File: src/rtl/key_io_pkg.sv
//------------------------------------------------------------------------------
// Module  : key_io_pkg
// Brief   : Shared constants and helpers for the push-button input path.
// Revision: 1.0 - initial release
//------------------------------------------------------------------------------
`default_nettype none

package key_io_pkg;

   localparam logic KEY_RELEASED         = 1'b1;
   localparam int   KEY_DEBOUNCE_DEFAULT = 500000;

   // Counter width for a debounce period of n cycles, never narrower than 1 bit.
   function automatic int cnt_width(input int n);
      int w;
      w = $clog2(n);
      return (w < 1) ? 1 : w;
   endfunction

endpackage : key_io_pkg

`default_nettype wire

File: src/rtl/key_debounce_chan.sv
//------------------------------------------------------------------------------
// Module  : key_debounce_chan
// Brief   : One key channel: 2-flop synchroniser, restart-on-bounce debounce
//           counter, press/release strobes and a sticky press flag.
// Revision: 1.0 - initial release
//------------------------------------------------------------------------------
`default_nettype none

module key_debounce_chan
   import key_io_pkg::*;
#(
   parameter int DEBOUNCE_CYCLES = KEY_DEBOUNCE_DEFAULT,
   parameter int CNT_W           = cnt_width(DEBOUNCE_CYCLES)
) (
   input  logic clk,
   input  logic rst,
   input  logic i_raw_n,
   input  logic i_clr,
   output logic o_db_n,
   output logic o_press,
   output logic o_release,
   output logic o_flag
);

   localparam logic [CNT_W-1:0] c_cnt_max = CNT_W'(DEBOUNCE_CYCLES - 1);

   logic             s1_q, s1_d;
   logic             s2_q, s2_d;
   logic             stable_q, stable_d;
   logic [CNT_W-1:0] cnt_q, cnt_d;
   logic             press_q, press_d;
   logic             release_q, release_d;
   logic             flag_q, flag_d;

   always_comb begin
      s1_d      = i_raw_n;
      s2_d      = s1_q;
      stable_d  = stable_q;
      cnt_d     = '0;
      press_d   = 1'b0;
      release_d = 1'b0;
      flag_d    = flag_q;

      // A return to the stable level leaves cnt_d at zero: no partial credit.
      if (s2_q != stable_q) begin
         if (cnt_q == c_cnt_max) begin
            stable_d  = s2_q;
            press_d   = ~s2_q;
            release_d = s2_q;
         end else begin
            cnt_d = cnt_q + 1'b1;
         end
      end

      if (i_clr) begin
         flag_d = 1'b0;
      end
      // Set is evaluated last so a coincident clear never loses a press.
      if (press_d) begin
         flag_d = 1'b1;
      end
   end

   always_ff @(posedge clk) begin
      if (rst) begin
         s1_q      <= KEY_RELEASED;
         s2_q      <= KEY_RELEASED;
         stable_q  <= KEY_RELEASED;
         cnt_q     <= '0;
         press_q   <= 1'b0;
         release_q <= 1'b0;
         flag_q    <= 1'b0;
      end else begin
         s1_q      <= s1_d;
         s2_q      <= s2_d;
         stable_q  <= stable_d;
         cnt_q     <= cnt_d;
         press_q   <= press_d;
         release_q <= release_d;
         flag_q    <= flag_d;
      end
   end

   assign o_db_n    = stable_q;
   assign o_press   = press_q;
   assign o_release = release_q;
   assign o_flag    = flag_q;

endmodule : key_debounce_chan

`default_nettype wire

File: src/rtl/key_debounce.sv
//------------------------------------------------------------------------------
// Module  : key_debounce
// Brief   : Debounced, synchronised DE1-SoC KEY[] inputs feeding the key PIO,
//           plus per-key press/release strobes and sticky press flags.
// Revision: 1.0 - initial release
//------------------------------------------------------------------------------
`default_nettype none

module key_debounce
   import key_io_pkg::*;
#(
   parameter int NUM_KEYS        = 4,
   parameter int DEBOUNCE_CYCLES = KEY_DEBOUNCE_DEFAULT,
   parameter int CNT_W           = cnt_width(DEBOUNCE_CYCLES)
) (
   input  logic                clk_clk,
   input  logic                reset_reset,
   input  logic [NUM_KEYS-1:0] key_raw_n,
   input  logic [NUM_KEYS-1:0] flag_clr,
   output logic [NUM_KEYS-1:0] key_db_n,
   output logic [NUM_KEYS-1:0] key_press,
   output logic [NUM_KEYS-1:0] key_release,
   output logic [NUM_KEYS-1:0] key_flag
);

   for (genvar i = 0; i < NUM_KEYS; i++) begin : g_chan
      key_debounce_chan #(
         .DEBOUNCE_CYCLES (DEBOUNCE_CYCLES),
         .CNT_W           (CNT_W)
      ) u_chan (
         .clk       (clk_clk),
         .rst       (reset_reset),
         .i_raw_n   (key_raw_n[i]),
         .i_clr     (flag_clr[i]),
         .o_db_n    (key_db_n[i]),
         .o_press   (key_press[i]),
         .o_release (key_release[i]),
         .o_flag    (key_flag[i])
      );
   end

endmodule : key_debounce

`default_nettype wire

File: config.mk
export PLATFORM = sky130hd
export DESIGN_NAME = key_debounce
export DESIGN_NICKNAME = d
export VERILOG_FILES = /design/src/rtl/key_io_pkg.sv /design/src/rtl/key_debounce_chan.sv /design/src/rtl/key_debounce.sv
export SDC_FILE = /design/constraint.sdc
export NUM_CORES = 1
export LEC_CHECK = 0
export CAP_MARGIN = 0
export CORE_MARGIN = 1.5
export CORE_UTILIZATION = 45
export DETAILED_ROUTE_END_ITERATION = 12
export GPL_TIMING_DRIVEN = 0
export SKIP_CTS_REPAIR_TIMING = 1
export SLEW_MARGIN = 5
export SYNTH_ARGS = -nofsm -noshare
export SYNTH_HDL_FRONTEND = slang
export SYNTH_SLANG_ARGS = --single-unit
File: constraint.sdc
create_clock -name clk_clk -period 2.7 [get_ports clk_clk]
set_clock_uncertainty 0.1 [all_clocks]
set_input_delay 0.81 -clock clk_clk [delete_from_list [all_inputs] [get_ports clk_clk]]
set_output_delay 0.81 -clock clk_clk [all_outputs]
set_load 0.03 [all_outputs]
==> reports/summary.txt <==
Status: complete, no violations
Layout cell share with drive strength beyond 1: 10.67%
CP peak stage delay: 0.67 ns
Asr flop ratio synth: 0%
DRT iter0 DRCs: 84
Total power: 2555 µW
Final Max Slew Viols: 0
Dpl cells: 639
Max-Cap Viols: 0
Final instance area: 4985 µm²
Final wirelength: 8098 µm
Die height: 101.4 µm
Switching Share: 20.62%
Num CTS Buffers: 9
Clock Sink Count: 100
Row cnt: 35
Total Routing Usage GR: 17.29%
Total gr overflow: 0
#FFs+latches synth: 100
Vias in the first global route: 3063
Largest net degree at the start of global routing: 17
Flop pwr share: 58.1%
RSZ-0062 raised after global routing: no
LEAKAGE: 0.001570 µW
Count leader, synth: dfxtp_1
CP Capture Type: output pin
Die area: 10280 µm²
PwrDens: 512.5 nW/µm²
Drt pass-1 iters: 4
Final setup fails: 0
Vias: 3363
Top_reg_cell synth: dfxtp_1
Gate Count Post-Synth: 485
Syn_area_per_cell: 8.983 µm²
PortBufs: 25
Post-route minimum period: 2.473 ns
Vias per std cell: 5.142
Ranking of synthesized cells by area: dfxtp_1 (46%), xnor2_1 (5.8%), xor2_1 (5.8%)
Area Overhead vs Synth: 14.42%
Hold WC Path Type: reg2reg
Initial antenna violation count: 0
Antenna cell count: 0
Relative slew slack: 71.73%
# nets final: 534
Crit share post-route: 91.60%
Clock slew at reported path FFs: 0.09 ns
Clock Latency Late Sink: 0.36 ns
Hpwl dp: 5837 µm
Critical-path top delay cell: clkdlybuf4s50_1
I/O pin count: 26
Crit path max fanout: 4
Arrival @ worst endpoint: 1.56 ns
CTS root buf: clkbuf_8
Total core area: 9328 µm²
DIE WIDTH: 101.4 µm
Global-route wire length before repair: 14160 µm
Post-synth EDFFs: 0
CTS Buffer Depth: 2
Cell area after synthesis: 4357 µm²
Achievable Freq: 404.3 MHz
TritonCTS clock tree: built
Routed WL per cell: 12.38 µm
Yosys cell types: 42
Worst Setup Start Kind: flop
Final antenna-violating net count: 0
Cell taking the most area after synthesis: dfxtp_1
Req. time, crit path: 1.79 ns
Syn_nets: 499
Final hold violations: 0
Clock power share: 40.0%
Sequential-to-total area share from yosys stat: 45.95%
Worst Setup Path Type: reg2out
Internal power: 2028 µW
Post-Layout Cell Count: 654
Yosys top cell area share: 45.95%
DRC: 0
Worst vdd ir: 0.0002220 V
Tightest Pin Transition: 0.4201 ns
DP Area: 4768 µm²
Initial Utilization: 46.71%
Switch Pwr: 526.8 µW
Routability Congestion: 0.8007
Combinational fraction of design power: 1.8%
Ys Warns: 0
Critical-path cell list: buf_4 > clkdlybuf4s50_1
H-tree Lvls: 3
Top post-synthesis cells by count: dfxtp_1 (100), nor2_1 (66), nand2_1 (29), xnor2_1 (29), xor2_1 (29)
cell usage in the layout, fill, tap and decap left out, types with 3 or more instances in the layout:
cell type        netlist  final
and3_1                 7      7
and2_1                 4      4
nand2_1               29     29
o21ai_2                3      3
a21oi_1               16     16
xnor2_1               29     29
or4_1                 13     13
o21ai_0               12     12
clkbuf_1               7      6
nor4b_1                3      3
nand2b_1               3      3
nand4_1               25     25
ha_1                   4      4
or3_1                  9      9
buf_4                 18     18
clkbuf_8               0      9
inv_1                  9      9
or2_2                  9      9
nor3_1                15     15
xor2_1                29     29
o31ai_1                6      6
nor4_1                10     10
nor2_1                66     66
nand3_1               26     26
and4_1                10     10
dfxtp_1              100    100
o211ai_1               3      3
clkdlybuf4s50_1        0     25
cell families (layout without fill, tap and decap cells):
family	Yosys count	count (layout)	synth area share, %
compound gates	43	43	5.945
xor+xnor	58	58	11.66
fa+ha+maj	4	4	1.149
buf+inv	37	77	4.940
flops	100	100	45.95
simple gates	243	243	30.36
per-stage QoR:
step                hold slack, ns  setup WS (ns)  util (%)  setup TNS (ns)
finish                      0.3097         0.2267     53.44               0
global route                0.3367        0.05646     53.44               0
CTS                         0.3129        -0.1292     53.43          -1.148
detailed placement          0.2975        -0.5231     51.12          -6.258
global placement            0.2950        -0.4834     51.12          -5.809
floorplan                   0.2895         0.5094         -               0
path summary, 6_finish.rpt:
check,from,end,cells after the start,slack [ns]
max reg2reg,g_chan[0].u_chan.cnt_q[9]$_SDFF_PP0_,g_chan[0].u_chan.cnt_q[3]$_SDFF_PP0_,5,0.30
min reg2reg,g_chan[0].u_chan.s1_q$_SDFF_PP1_,g_chan[0].u_chan.s2_q$_SDFF_PP1_,1,0.31
min,g_chan[0].u_chan.s1_q$_SDFF_PP1_,g_chan[0].u_chan.s2_q$_SDFF_PP1_,1,0.31
max,g_chan[3].u_chan.o_db_n$_SDFFE_PP1P_,key_db_n[3],2,0.23
routing by layer:
| metal | wire length [µm] | up-vias | part of all wire, % | GRT usage (%) |
|---|---|---|---|---|
| li1 | - | 1772 | - | - |
| met4 | 100 | 0 | 1.2 | 5.662 |
| met2 | 3767 | 38 | 47 | 28.03 |
| met1 | 3999 | 1544 | 49 | 22.67 |
| met3 | 230 | 9 | 2.8 | 4.279 |
| met5 | 0 | - | 0 | 0 |
flip-flops by register name, summed over array words and instances, names as in the netlist:
signal,cells
g_chan.u_chan.cnt_q,76
g_chan.u_chan.o_db_n,4
g_chan.u_chan.o_flag,4
g_chan.u_chan.o_press,4
g_chan.u_chan.o_release,4
g_chan.u_chan.s1_q,4
g_chan.u_chan.s2_q,4
power groups by stage:
stage / sequential, µW / clock, µW / combinational (µW)
final: 1490 / 1020 / 46.3
after global routing: 1490 / 1120 / 51.5
after CTS: 1490 / 1070 / 47.0
after detailed placement: 1520 / 0 / 46.7
after global placement: 1520 / 0 / 46.4
after floorplan: 1520 / 0 / 24.0
final cells by class:
cell class                 count  area, µm²
clock buffer                  10      127.6
inverter                      10      41.29
multi-input combinational    348       2140
timing repair buffer          25      250.2
clock inverter                 6      87.58
sequential                   100       2002
tap                          129      161.4
buffer                        26      175.2
fill                         896       4343
worst max-delay path, delay by kind of cell (launching register included):
family	cells	cell delay [ns]
buffers and inverters	2	0.81
DFF	1	0.40
Power figures use the tool's default switching activity.
